===== config.mk =====
export PLATFORM = sky130hd
export DESIGN_NAME = inst_fetch
export DESIGN_NICKNAME = d
export VERILOG_FILES = /design/src/rtl/npc_pkg.sv /design/src/rtl/inst_fetch.sv
export SDC_FILE = /design/constraint.sdc
export NUM_CORES = 1
export LEC_CHECK = 0
export ABC_AREA = 1
export BUFFER_PORTS_ARGS = -buffer_cell sky130_fd_sc_hd__buf_2
export CORE_MARGIN = 2
export CORE_UTILIZATION = 50
export CTS_CLUSTER_DIAMETER = 40
export DETAILED_ROUTE_END_ITERATION = 6
export PLACE_DENSITY = 0.83
export SETUP_SLACK_MARGIN = 0.2
export SLEW_MARGIN = 5
export SYNTH_ARGS = -nofsm -noshare
export SYNTH_HDL_FRONTEND = slang
export SYNTH_SLANG_ARGS = --single-unit

===== constraint.sdc =====
create_clock -name clk -period 2 [get_ports clk]
set_input_delay 0.4 -clock clk [delete_from_list [all_inputs] [get_ports clk]]
set_output_delay 0.4 -clock clk [all_outputs]
set_load 0.005 [all_outputs]

===== src/rtl/npc_pkg.sv =====
//------------------------------------------------------------------------------
// Module : npc_pkg
// Brief  : Shared types and constants for the instruction fetch path.
// Rev    : 1.0 - initial release
//------------------------------------------------------------------------------
`default_nettype none

package npc_pkg;

    typedef enum logic [1:0] {
        FETCH = 2'd0,
        WAIT  = 2'd1,
        EXEC  = 2'd2,
        FAULT = 2'd3
    } fetch_state_t;

    localparam logic [31:0] NOP_INST = 32'h0000_0013;
    localparam logic [31:0] RESET_PC = 32'h8000_0000;

endpackage

`default_nettype wire


===== src/rtl/inst_fetch.sv =====
//------------------------------------------------------------------------------
// Module : inst_fetch
// Brief  : Handshaked multi-cycle instruction fetch feeding a single-cycle core.
// Rev    : 1.0 - initial release
//------------------------------------------------------------------------------
`default_nettype none

module inst_fetch
    import npc_pkg::*;
#(
    parameter int          ADDR_W   = 32,
    parameter int          DATA_W   = 32,
    parameter logic [31:0] RESET_PC = npc_pkg::RESET_PC
) (
    input  logic              clk,
    input  logic              rst,
    input  logic [ADDR_W-1:0] pc,
    input  logic              stall,
    output logic [DATA_W-1:0] cmd,
    output logic              cmd_valid,
    output logic              pc_wen,
    output logic              mem_req_valid,
    input  logic              mem_req_ready,
    output logic [ADDR_W-1:0] mem_req_addr,
    input  logic              mem_resp_valid,
    input  logic [DATA_W-1:0] mem_resp_data,
    input  logic              mem_resp_err,
    output logic              fetch_fault,
    output logic [63:0]       inst_cnt
);

    // The core boots from RESET_PC, so it must be a legal word address.
    if (RESET_PC[1:0] != 2'b00) begin : g_reset_pc_check
        $error("inst_fetch: RESET_PC must be word aligned");
    end

    fetch_state_t      r_state;
    fetch_state_t      w_next_state;
    logic [DATA_W-1:0] r_cmd;
    logic              r_fault;
    logic [63:0]       r_inst_cnt;

    logic w_req_valid;
    logic w_cmd_valid;
    logic w_pc_wen;
    logic w_capture;

    always_comb begin
        w_next_state = r_state;
        w_req_valid  = 1'b0;
        w_cmd_valid  = 1'b0;
        w_pc_wen     = 1'b0;
        w_capture    = 1'b0;
        case (r_state)
            FETCH: begin
                if (pc[1:0] != 2'b00) begin
                    w_next_state = FAULT;
                end else begin
                    w_req_valid = 1'b1;
                    if (mem_req_ready) begin
                        w_next_state = WAIT;
                    end
                end
            end
            WAIT: begin
                if (mem_resp_valid) begin
                    if (mem_resp_err) begin
                        w_next_state = FAULT;
                    end else begin
                        w_capture    = 1'b1;
                        w_next_state = EXEC;
                    end
                end
            end
            EXEC: begin
                w_cmd_valid = 1'b1;
                if (!stall) begin
                    w_pc_wen     = 1'b1;
                    w_next_state = FETCH;
                end
            end
            FAULT: begin
                w_next_state = FAULT;
            end
            default: begin
                w_next_state = FETCH;
            end
        endcase
    end

    always_ff @(posedge clk) begin
        if (rst) begin
            r_state    <= FETCH;
            r_cmd      <= DATA_W'(NOP_INST);
            r_fault    <= 1'b0;
            r_inst_cnt <= 64'd0;
        end else begin
            r_state <= w_next_state;
            if (w_capture) begin
                r_cmd <= mem_resp_data;
            end
            if (w_next_state == FAULT) begin
                r_fault <= 1'b1;
            end
            if (w_pc_wen) begin
                r_inst_cnt <= r_inst_cnt + 64'd1;
            end
        end
    end

    // Reset must silence the handshake and PC update in the reset cycle itself,
    // whatever state the register happens to hold.
    assign mem_req_valid = w_req_valid & ~rst;
    assign cmd_valid     = w_cmd_valid & ~rst;
    assign pc_wen        = w_pc_wen & ~rst;
    assign mem_req_addr  = pc;
    assign cmd           = r_cmd;
    assign fetch_fault   = r_fault;
    assign inst_cnt      = r_inst_cnt;

endmodule

`default_nettype wire


* After elaboration in Yosys (flattened, before gate mapping)
Index checks and enable logic that the tools add are counted.
Cells by class: multiplexer cells 14, shift-type cells 0, add/sub/neg operators 1, bitwise gates (word level) 4, $mul 0, $lt $le $gt $ge 0, divide/modulo/power cells 0, equal/unequal tests 4, reductions and logical operators 2
Operator list (count):
- 64-bit by 1-bit adder with 64-bit output, second input constant | 1
- 1-bit two-way mux | 9
- 2-bit two-way mux | 4
- 2-bit case mux with 4 select lines | 1
- 2-bit == test, second input constant | 3
- 1-bit AND | 3
- 2-bit by 1-bit == test with 1-bit output, second input constant | 1
- 2-bit logical NOT | 1
- 2-bit nonzero test | 1
- 1-bit NOT | 1
Word-level totals: bits in writable memories 0, latch bits 0, bits of input ports 70, flip-flop bits (word level) 99, bits in read-only memories 0, memories 0, output and inout bits 132

* Depth between registers and ports, before layout
depth after elaboration 4, depth in mapped cells 11, depth with buffers taken out 11

* Worst setup path after synthesis
No wires, ideal clock.
kind reg2reg, start register r_inst_cnt[1] (netlist: inst_cnt[1]), end register r_inst_cnt[52] (netlist: inst_cnt[52]), buffers on the path 0, stages on the path, launching flop included 11, required time 1887 ps, path slack 427 ps, clock period less this slack 1573 ps, arrival 1460 ps, setup time 113 ps, cells stage by stage dfxtp_1 ha_1 inv_1 nor2_1 nand2_1 nor2_2 nand2_2 nor2_4 nand2_1 o21ai_1 nor2_1
Between the ends: word-level cells in the longest chain between the ends 1
Ends and longest elaborated chain:
- start, declared | RTL line inst_fetch.sv:41 | logic [63:0] r_inst_cnt;
- start signal, assigned | RTL line inst_fetch.sv:106 | r_inst_cnt <= r_inst_cnt + 64'd1;
- 64-bit by 1-bit adder with 64-bit output | RTL line inst_fetch.sv:106
No other way between the ends. A chain may end at the register's enable or synchronous reset.

* Worst setup path after layout
start register r_state[0], end register r_inst_cnt[42] (netlist: inst_cnt[42])
Between the ends: word-level cells in the longest chain between the ends 2
Ends and longest elaborated chain:
- start, declared | RTL line inst_fetch.sv:37 | fetch_state_t r_state;
- start signal, assigned | RTL line inst_fetch.sv:98 | r_state <= w_next_state;
- 2-bit == test | RTL line inst_fetch.sv:54 | case (r_state)
- 1-bit two-way mux | RTL line inst_fetch.sv:54
No other way between the ends.

==> flow_summary.yaml <==
run_status:
  status: "finished clean"
synthesis:
  syn_inst: 825
  synth-seq-cells: 99
  synthArstFlopShare_pct: 0
  yosys_warnings: 0
  synth_top_area_share_pct: 37.3
  synth_area_leaders: "dfxtp_1 (37%), nor2_1 (14%), nand2_1 (12%)"
  synth.distinct_cells: 33
  synth_seq_area_share_pct: 37.3
  synth_largest_area_cell: "dfxtp_1"
  synth_common_cells: "nor2_1 (200), nand2_1 (173), dfxtp_1 (99), inv_1 (83), nand3_1 (48)"
  synth_ff_type: "dfxtp_1"
  synth.avg_cell_area_um2: 6.44
  synth-edff-count: 0
  yosysMostFrequentCell: "nor2_1"
  synth_nets: 896
  synth_area_mm2: 0.00532
run:
  maxCapViolations: 0
power:
  power_density_mw_per_mm2: 580
  leakagePower_nw: 2.76
  vdd_drop_max_uv: 571
timing:
  max_freq_mhz: 581
  slew-limit-headroom_pct: 74.3
  fin_setup_tns_ns: 0
  clock_skew_ns: 0.0123
  period_needed_ns: 1.72
  setup_viol: 0
  final_max_slew_viol_count: 0
  min_period_over_period_pct: 86.1
  hold_viol_final: 0
  rsz0062_at_grt: "yes"
  whs_ns: 0.216
  worst_slew_pin_slew_ns: 0.384
  fin_ws_ns: 0.277
placement:
  dp_hpwl_mm: 11.6
  place_congestion: 0.973
  port-buffer-count: 141
  place_ws_ns: 0.228
cts:
  clock_path_buffers: 2
  numCtsBuffers: 9
  clk_latency_ns: 0.39
  ctsHoldBuffers: 0
  cts_num_sinks: 99
  cts_root_buf: "clkbuf_8"
  cts_tree: "yes"
  cts_max_level: 3
  clk_pin_slew_ns: 0.10
final_layout:
  diodes: 0
  area_growth_pct: 18.1
  nets: 1018
  drive_gt1_share_pct: 23.8
  final_core_util_pct: 60.8
global_route:
  grt_pass1_vias: 5262
  top_usage_layer: "met2"
  grt_antenna_before_repair: 0
  use_met1_pct: 34.0
  grt_max_degree: 33
  grtUsageTotal_pct: 27.3
  grtUsageMet2_pct: 44.3
  use_met3_pct: 6.32
  overflow: 0
  grt_pass1_wl_mm: 24.6
critical_path:
  end_kind: "flop"
  start_kind: "flop"
  worstRegToRegCells: 9
  cp.required_ns: 2.28
  critPathArrivalTime_ns: 2.00
  critical_path_class: "reg -> reg"
  worstPathMaxFanout: 5
worst_hold_path:
  hp-class: "in -> reg"
  whs_path_depth: 3
route:
  routedWlPerCell_um: 13.9
  drtIter0Drc: 403
  drc: 0
  ant_nets: 0
  drt_wl_total_mm: 15.1
  via_per_inst: 5.13
  num_vias: 5577
  drtPass1Iterations: 5
floorplanning:
  die_h_um: 107
  io_pins: 202
  fp-row-count: 37
  start_util_pct: 51.5
  die_w_um: 107
  core_mm2: 0.0103
  fp.dieArea_mm2: 0.0115
[timing repair]
item                                    in CTS  in global routing
buffers inserted                             0                  6
hold endpoints to repair                     0                  0
gates resized for setup                      0                 17
endpoints found under the setup margin       0                 40
[metrics by stage]
stage                     total power, mW  cells  instance area [um^2]
after floorplan                      2.27    825                  5320
after global placement               2.34   1065                  5990
after detailed placement             2.34   1065                  5990
after CTS                            3.67   1081                  6190
after global routing                 3.80   1088                  6280
final                                3.64   1088                  6280
[per-layer routing]
metal / part of all wire (%) / vias up / routed length, um
met5: 0 / - / 0
met4: 3.3 / 0 / 495
met3: 9.1 / 41 / 1370
met2: 46 / 267 / 6940
met1: 42 / 2458 / 6310
li1: - / 2811 / -
[cells by family after synthesis]
| group | count (synthesis) | share of synthesized area, % |
|---|---|---|
| AND/OR/NAND/NOR | 497 | 40.7 |
| adder cells (fa/ha/maj) | 1 | 0.235 |
| flip-flops | 99 | 37.3 |
| XOR/XNOR | 9 | 1.48 |
| buffers and inverters | 134 | 11.9 |
| AO/OA/AOI/OAI | 85 | 8.33 |
[report_power, final]
part           internal, mW  switching [mW]
sequential             2.01          0.0280
combinational         0.112           0.156
clock                 0.593           0.740
total                  2.72           0.923
[area by class of cell]
cell class              count  area, um^2
fillers                   999        4050
multi-input cells         593        2750
flip-flops and latches     99        1990
repair buffers            160         861
inverters                  84         315
well taps                 136         170
clock buffers              10         128
clock inverters             6        70.1
[worst max-delay path: stages, from the launching register on]
cell	delay, ns
dfxtp_1	0.35
inv_2	0.10
nand2_2	0.12
nor2_4	0.25
buf_4	0.18
nand2_2	0.06
nor2_4	0.16
nand3_1	0.15
o21ai_0	0.18
a21oi_1	0.05
[worst paths after layout]
path / end / slack (ns) / from
setup / recovery: inst_cnt[42] / 0.28 / r_state[0]
hold / removal: cmd[1] / 0.22 / mem_resp_data[1]
setup reg to reg: inst_cnt[42] / 0.28 / r_state[0]
hold reg to reg: inst_cnt[6] / 0.48 / inst_cnt[6]
[state kept, by name, summed over array words and instances, names as in the netlist]
register	count
fetch_fault	1
cmd	32
r_state	2
inst_cnt	64
[cells in the final DEF (no fill, tap or decap), types with 17 or more instances in the layout]
cell type  count
nand3_1       48
nand4_1       19
buf_4         18
nor2_1       191
o21ai_0       47
nor2_2        22
inv_1         82
buf_2        141
nor3_1        17
a21oi_1       27
nand2_1      173
dfxtp_1       94
No activity file was read; power rests on OpenSTA's default activity.
